===== config.mk =====
export PLATFORM = sky130hd
export DESIGN_NAME = rsa_ctrl
export DESIGN_NICKNAME = d
export VERILOG_FILES = /design/src/rtl/rsa_ctrl.sv
export SDC_FILE = /design/constraint.sdc
export NUM_CORES = 1
export LEC_CHECK = 0
export ABC_AREA = 1
export CELL_PAD_IN_SITES_DETAIL_PLACEMENT = 2
export CELL_PAD_IN_SITES_GLOBAL_PLACEMENT = 2
export CORE_ASPECT_RATIO = 0.5
export CORE_MARGIN = 5
export CORE_UTILIZATION = 30
export CTS_CLUSTER_SIZE = 14
export DETAILED_ROUTE_END_ITERATION = 16
export PLACE_DENSITY_LB_ADDON = 0.1
export SLEW_MARGIN = 5
export SYNTH_ARGS = -nofsm -noshare
export SYNTH_HDL_FRONTEND = slang
export SYNTH_SLANG_ARGS = --single-unit

===== constraint.sdc =====
create_clock -name clk -period 2.7 [get_ports clk]
set_input_delay 0.54 -clock clk [delete_from_list [all_inputs] [get_ports clk]]
set_output_delay 0.54 -clock clk [all_outputs]
set_load 0.1 [all_outputs]

===== src/rtl/rsa_ctrl.sv =====
// rtl/rsa_ctrl.sv - sequencer that loads N/M/E into an RSA core, starts it and streams the result out
//
// Ports:
//   clk, reset            rising-edge clock, asynchronous active-low reset
//   clr                   synchronous abort back to IDLE
//   in_valid/in_ready/in_data     operand byte stream (N, then M, then E; LSB first)
//   out_valid/out_ready/out_data  result byte stream (LSB first)
//   core_reg_sel/core_addr/core_wdata/core_we_n/core_oe_n/core_start_n  core register port
//   core_busy, core_rdata core status and registered read data
//   busy, done, err       status: not idle / one-cycle completion pulse / sticky timeout
module rsa_ctrl #(
    parameter int NBYTES  = 32,
    parameter int TIMEOUT = 65535
) (
    input  logic       clk,
    input  logic       reset,
    input  logic       clr,
    input  logic       in_valid,
    output logic       in_ready,
    input  logic [7:0] in_data,
    output logic       out_valid,
    input  logic       out_ready,
    output logic [7:0] out_data,
    output logic [1:0] core_reg_sel,
    output logic [4:0] core_addr,
    output logic [7:0] core_wdata,
    output logic       core_we_n,
    output logic       core_oe_n,
    output logic       core_start_n,
    input  logic       core_busy,
    input  logic [7:0] core_rdata,
    output logic       busy,
    output logic       done,
    output logic       err
);

    typedef enum logic [3:0] {
        IDLE, LD_N, LD_M, LD_E, START, WAIT, RD_ISSUE, RD_CAP, RD_OUT, ERR
    } state_t;

    localparam logic [4:0]  LAST      = 5'(NBYTES - 1);
    localparam logic [15:0] WAIT_LAST = 16'(TIMEOUT - 1);

    state_t      state_q, state_d;
    logic [4:0]  cnt_q, cnt_d;
    logic [15:0] wcnt_q, wcnt_d;
    logic        seen_hi_q, seen_hi_d;
    logic [7:0]  out_data_q, out_data_d;
    logic        done_q, done_d;
    logic        load_st;
    logic        wr;

    always_comb begin
        load_st = (state_q == IDLE) || (state_q == LD_N) ||
                  (state_q == LD_M) || (state_q == LD_E);
        // clr suppresses the write of a byte arriving in the same cycle; the
        // reset term keeps the write strobe quiet while reset is held.
        wr = load_st && in_valid && !clr && reset;

        state_d    = state_q;
        cnt_d      = cnt_q;
        wcnt_d     = wcnt_q;
        seen_hi_d  = seen_hi_q;
        out_data_d = out_data_q;
        done_d     = 1'b0;

        case (state_q)
            IDLE, LD_N, LD_M, LD_E: begin
                if (wr) begin
                    cnt_d = cnt_q + 5'd1;
                    if (state_q == IDLE) state_d = LD_N;
                    if (cnt_q == LAST) begin
                        cnt_d = 5'd0;
                        case (state_q)
                            IDLE, LD_N: state_d = LD_M;
                            LD_M:       state_d = LD_E;
                            default:    state_d = START;
                        endcase
                    end
                end
            end
            START: begin
                state_d   = WAIT;
                wcnt_d    = 16'd0;
                seen_hi_d = 1'b0;
            end
            WAIT: begin
                seen_hi_d = seen_hi_q | core_busy;
                // A falling busy wins over an expiring timeout in the same cycle.
                if (seen_hi_q && !core_busy) begin
                    state_d = RD_ISSUE;
                end else if (wcnt_q >= WAIT_LAST) begin
                    state_d = ERR;
                end
                if (wcnt_q != 16'hFFFF) wcnt_d = wcnt_q + 16'd1;
            end
            RD_ISSUE: state_d = RD_CAP;
            RD_CAP: begin
                out_data_d = core_rdata;
                state_d    = RD_OUT;
            end
            RD_OUT: begin
                if (out_ready) begin
                    if (cnt_q == LAST) begin
                        cnt_d   = 5'd0;
                        done_d  = 1'b1;
                        state_d = IDLE;
                    end else begin
                        cnt_d   = cnt_q + 5'd1;
                        state_d = RD_ISSUE;
                    end
                end
            end
            ERR:     state_d = ERR;
            default: state_d = IDLE;
        endcase

        if (clr) begin
            state_d   = IDLE;
            cnt_d     = 5'd0;
            wcnt_d    = 16'd0;
            seen_hi_d = 1'b0;
            done_d    = 1'b0;
        end
    end

    always_ff @(posedge clk or negedge reset) begin
        if (!reset) begin
            state_q    <= IDLE;
            cnt_q      <= 5'd0;
            wcnt_q     <= 16'd0;
            seen_hi_q  <= 1'b0;
            out_data_q <= 8'd0;
            done_q     <= 1'b0;
        end else begin
            state_q    <= state_d;
            cnt_q      <= cnt_d;
            wcnt_q     <= wcnt_d;
            seen_hi_q  <= seen_hi_d;
            out_data_q <= out_data_d;
            done_q     <= done_d;
        end
    end

    always_comb begin
        case (state_q)
            IDLE:    core_reg_sel = wr ? 2'd3 : 2'd0;
            LD_N:    core_reg_sel = 2'd3;
            LD_M:    core_reg_sel = 2'd1;
            LD_E:    core_reg_sel = 2'd2;
            default: core_reg_sel = 2'd0;
        endcase
    end

    assign in_ready     = load_st;
    assign out_valid    = (state_q == RD_OUT);
    assign out_data     = out_data_q;
    assign core_addr    = cnt_q;
    assign core_wdata   = wr ? in_data : 8'd0;
    assign core_we_n    = !wr;
    assign core_oe_n    = !(state_q == RD_ISSUE);
    assign core_start_n = !(state_q == START);
    assign busy         = (state_q != IDLE);
    assign done         = done_q;
    assign err          = (state_q == ERR);

endmodule


Word level (Yosys, flattened, before mapping) --
Cells that the tools add are included.
Word-level totals: bits in registers 35, bits of input ports 22, logic and storage cells 74
Operators by class: add/sub/neg operators 2, $lt $le $gt $ge 1, equality and inequality tests 16, mux-type cells 27, bitwise gates (word level) 1, reductions and logical operators 21
Operators by type and width (number):
- two-way mux 16 bit | 2
- one-hot mux 16 bit (2 select lines) | 1
- two-way mux 4 bit | 7
- one-hot mux 4 bit (7 select lines) | 1
- two-way mux 5 bit | 4
- adder 16 x 1 -> 16 bit, second input constant | 1
- == test 4 x 3 -> 1 bit, second input constant | 4
- >= comparator 16 bit, second input constant | 1
- inequality test 16 bit, second input constant | 1
- one-hot mux 5 bit (2 select lines) | 1
- == test 4 x 2 -> 1 bit, second input constant | 2
- == test 4 bit, second input constant | 2
- two-way mux 8 bit | 1
- inequality test 4 bit, second input constant | 2
- one-hot mux 2 bit (4 select lines) | 1
- inequality test 3 bit, second input constant | 2
- one-hot mux 3 bit (2 select lines) | 1
- nonzero test 3 bit | 2
- adder 5 x 1 -> 5 bit, second input constant | 1
- == test 5 bit, second input constant | 1
- logical NOT 1 bit | 5
- two-way mux 1 bit | 5
- == test 4 x 1 -> 1 bit, second input constant | 1
- logical AND 1 bit | 4
- 13 further kinds | 15

Logic depth before layout (Yosys ltp) --
Gate-level depths: netlist of run 1.
depth in word-level cells 10, gate-level depth with buffers 11, gate-level depth less buffers 11

Worst setup path after synthesis of run 1 --
No wires, ideal clock.
path kind register to output, start register state_q[3], end output port core_reg_sel[0], arrival time 3.604 ns, required time 2.160 ns, path slack -1.444 ns, cell stages (with the launch flop) 5, buffers on the path 1, cells stage by stage dfrtp_1 > nor2_4 > nand4_1 > clkbuf_1 > a21oi_1
Between the ends: cells in the longest elaborated chain, start to end 9, elaborated cells between the ends (all ways) 12
RTL lines:
- from (decl) | line 44 | state_t state_q, state_d;
- from (signal assigned) | line 136 | state_q <= state_d;
- == test 4 x 1 -> 1 bit or logical NOT 4 bit (tied branches) | line 54 | load_st = (state_q == IDLE) || (state_q == LD_N) ||
- logical OR 1 bit (2 in a row) | line 54
- logical OR 1 bit (*) | line 55 | (state_q == LD_M) || (state_q == LD_E);
- net in_ready | line 19 | output logic in_ready,
- logical AND 1 bit (*) (3 in a row) | line 58 | wr = load_st && in_valid && !clr && reset;
- two-way mux 2 bit (*) | line 147 | IDLE: core_reg_sel = wr ? 2'd3 : 2'd0;
- one-hot mux 2 bit (4 select lines) (*) | line 146 | case (state_q)
- to (decl) | line 24 | output logic [1:0] core_reg_sel,
Mark *: on every way through the listed nets, which the timed path passes. The rest lies on a longest branch.

Worst setup path after layout of run 1 --
start input port clr, end output port core_reg_sel[1]
Between the ends: cells in the longest elaborated chain, start to end 5
RTL lines:
- from (decl) | line 17 | input logic clr,
- logical NOT 1 bit | line 58
- logical AND 1 bit (2 in a row) | line 58
- two-way mux 2 bit | line 147
- one-hot mux 2 bit (4 select lines) | line 146
No other way between the ends.

==> reports/metrics.yaml, run 1 <==
power:
  total_power_mw: 1.76
  vdd_drop_max_v: 0.000255
  power-per-cell-area_nw_per_um2: 533
  p_leak_nw: 1.52
setup_path:
  critPathMostFrequentCell: "buf_12"
  criticalPathCategory: "in2out"
  startpoint: "clr"
  critPathArrivalTime_ns: 1.89
  required_ns: 2.16
  reg2reg_slack_ns: 0.74
  slowest_stage: "clkdlybuf4s50_1"
  r2r_start: "wcnt_q[0]$_DFFE_PN0P_"
  cp-end-kind: "output pin"
  critPathMaxStageDelay_ns: 0.43
  reg2reg_to: "wcnt_q[9]$_DFFE_PN0P_"
  crit_fanout: 12
  worstPathCellList: "clkdlybuf4s50_1 > inv_1 > nand4_1 > buf_12 > a211oi_4 > buf_12"
  r2r_cells: 9
  start_kind: "input pin"
logic_synthesis:
  synth_mux_area_frac: 0.0393
  syn_avg_cell_area_um2: 7.44
  synth_compound_area_frac: 0.103
  ys_seq_area_frac: 0.382
  synthCells: 308
  synthXorXnorAreaFrac: 0.0153
  syn_nets: 335
  yosysWarningCount: 0
  netlist_area_um2: 2290
  yosys.area_share.simple: 0.341
  synthDistinctLibCells: 30
  synthTopCellsByArea: "dfrtp_1 38%, nand2_1 12%, inv_1 7.0%"
  synth_top_family_by_area: "simple AND/OR/NAND/NOR gates"
  ys_seq_elements: 35
  synth_adder_area_share: 0.0273
  synth_area_leader_cell: "dfrtp_1"
  yosysTopAreaCellShare: 0.382
place:
  hpwl_um: 6480
  place_congestion: 0.784
  dpl_cell_area_um2: 3100
  portBuffers: 52
  place_inst: 456
sta:
  tightest_slew_ns: 0.498
  whs_ns: 0.358
  rsz0062_at_grt: "no"
  max_freq_mhz: 412
  finalCriticalPeriod_ns: 2.43
  finalSetupViolations: 0
  hold_violations: 0
  final.setup_skew_ns: 0.00509
  period_share: 0.899
  maxSlewViolCount: 0
  slew_headroom: 0.668
  final.setup.tns_ns: 0
run_status:
  status: "finished, final reports clean"
hold_path:
  hold_class: "in2async"
route:
  dr_total_vias: 2296
  antenna_left: 0
  drtPass1Iterations: 4
  avgRoutedWirePerCell_um: 18.1
  drtIter0Drc: 58
  viasPerCell: 4.95
  post-route-drc-count: 0
  wl_um: 8400
final_layout:
  num-nets-final: 394
  fillerInstances: 840
  stdcell_area_um2: 3290
  antenna_cells: 0
  drive_gt1_frac: 0.258
  area_delta_synth_final_pct: 43.7
  multi_input_area_um2: 1290
  layoutNonFillerInstCount: 464
  register_area_um2: 876
cts:
  cts_setup_buffers: 0
  clkTransAtPathRegs_ns: 0.06
  cts_buffers: 5
  clkLatencyLatePin_ns: 0.29
  h-tree-depth: 2
  cts_sinks: 35
  post_cts_resized: 0
  cts-root-buf: "clkbuf_16"
  clockBufferDepth: 2
  cts_tree: "yes"
  hold_buffers: 0
die:
  ioPinCount: 53
  dieArea_um2: 9590
  die_h_um: 71.8
  die_width_um: 134
  start_util: 0.311
  coreArea_um2: 7380
  core.rowCount: 22
grt:
  grt_pass1_vias: 2629
  grt_max_degree: 36
  antenna_found_initial: 0
  grt_pass1_wl_um: 13900
  grt_usage: 0.185
  overflow: 0
run:
  cap_violations: 0
==> critical path, delay by kind of cell <==
family          cells  cell delay, ns
buf+inv             4            0.96
simple gates        1            0.15
compound gates      1            0.24
==> cells by family (layout without fill, tap and decap cells) <==
family          count (synthesis)  in the layout
buf+inv                        53            113
compound gates                 34             34
flops                          35             35
fa+ha+maj                       5              5
xor+xnor                        4              4
mux                             8              8
simple gates                  169            169
==> layer usage <==
layer / wire, um / global-route usage
met1: 3870 / 0.227
met5: 0 / 0
met4: 21 / 0.0285
met3: 282 / 0.0463
met2: 4230 / 0.340
==> power breakdown <==
group | internal (mW) | switching, mW | total (mW)
clock network | 0.529 | 0.250 | 0.779
registers | 0.541 | 0.0164 | 0.558
logic | 0.120 | 0.298 | 0.419
==> placed cells by master (no fill, tap or decap), drive strengths merged <==
cell type,instances
a31oi,2
nor2,44
bufinv,2
a21oi,7
a21boi,1
dfrtp,35
a211oi,1
nor3,2
mux2,8
nand4,11
ha,5
clkbuf,5
buf,37
inv,48
nand2,81
nand3,30
clkinvlp,1
nor3b,1
clkdlybuf4s50,20
o21ai,22
xor2,4
a32o,1
==> area by class of cell <==
type                       instances  area share
inverter                          48      0.0547
multi-input combinational        220       0.391
clock inverter                     3      0.0205
timing repair buffer              57       0.194
tap                               96      0.0365
clock buffer                       5      0.0380
sequential                        35       0.266
==> flip-flops by register name, summed over array words and instances, names as in the netlist <==
register	flops
done	1
state_q	4
wcnt_q	16
out_data	8
seen_hi_q	1
core_addr	5
==> synth_stat cells (all sizes together) <==
library cell   n
nand4         11
o21ai         22
xor2           4
a21boi         1
nand3         30
nor2          44
a31oi          2
nand2         81
dfrtp         35
a211oi         1
buf            4
nor3           2
a21oi          7
clkbuf         1
mux2           8
a32o           1
inv           48
nor3b          1
ha             5
==> worst max-delay path by stage <==
stage	cells after the start	to	slack (ns)
after CTS	6	core_reg_sel[1]	0.25
final	6	core_reg_sel[1]	0.27
after global placement	6	core_reg_sel[1]	0.27
after detailed placement	6	core_reg_sel[1]	0.25
after floorplan	4	core_reg_sel[0]	-0.15
after global routing	6	core_reg_sel[1]	0.19
==> stage by stage <==
step           utilization  setup slack [ns]
3_3_place_gp         0.420             0.270
6_report             0.447             0.273
5_1_grt              0.447             0.189
2_1_floorplan            -            -0.150
3_5_place_dp         0.420             0.253
4_1_cts              0.447             0.251
(Power assumes the default switching activity.)
==> run 2, diff against run 1 <==
--- a/config.mk
+++ b/config.mk
@@ -13,6 +13,7 @@
 export CORE_UTILIZATION = 30
 export CTS_CLUSTER_SIZE = 14
 export DETAILED_ROUTE_END_ITERATION = 16
+export HOLD_SLACK_MARGIN = 0.15
 export PLACE_DENSITY_LB_ADDON = 0.1
 export SLEW_MARGIN = 5
 export SYNTH_ARGS = -nofsm -noshare
==> results of run 2 <==
Final layout, timing and power as in run 1 (identical DEF).
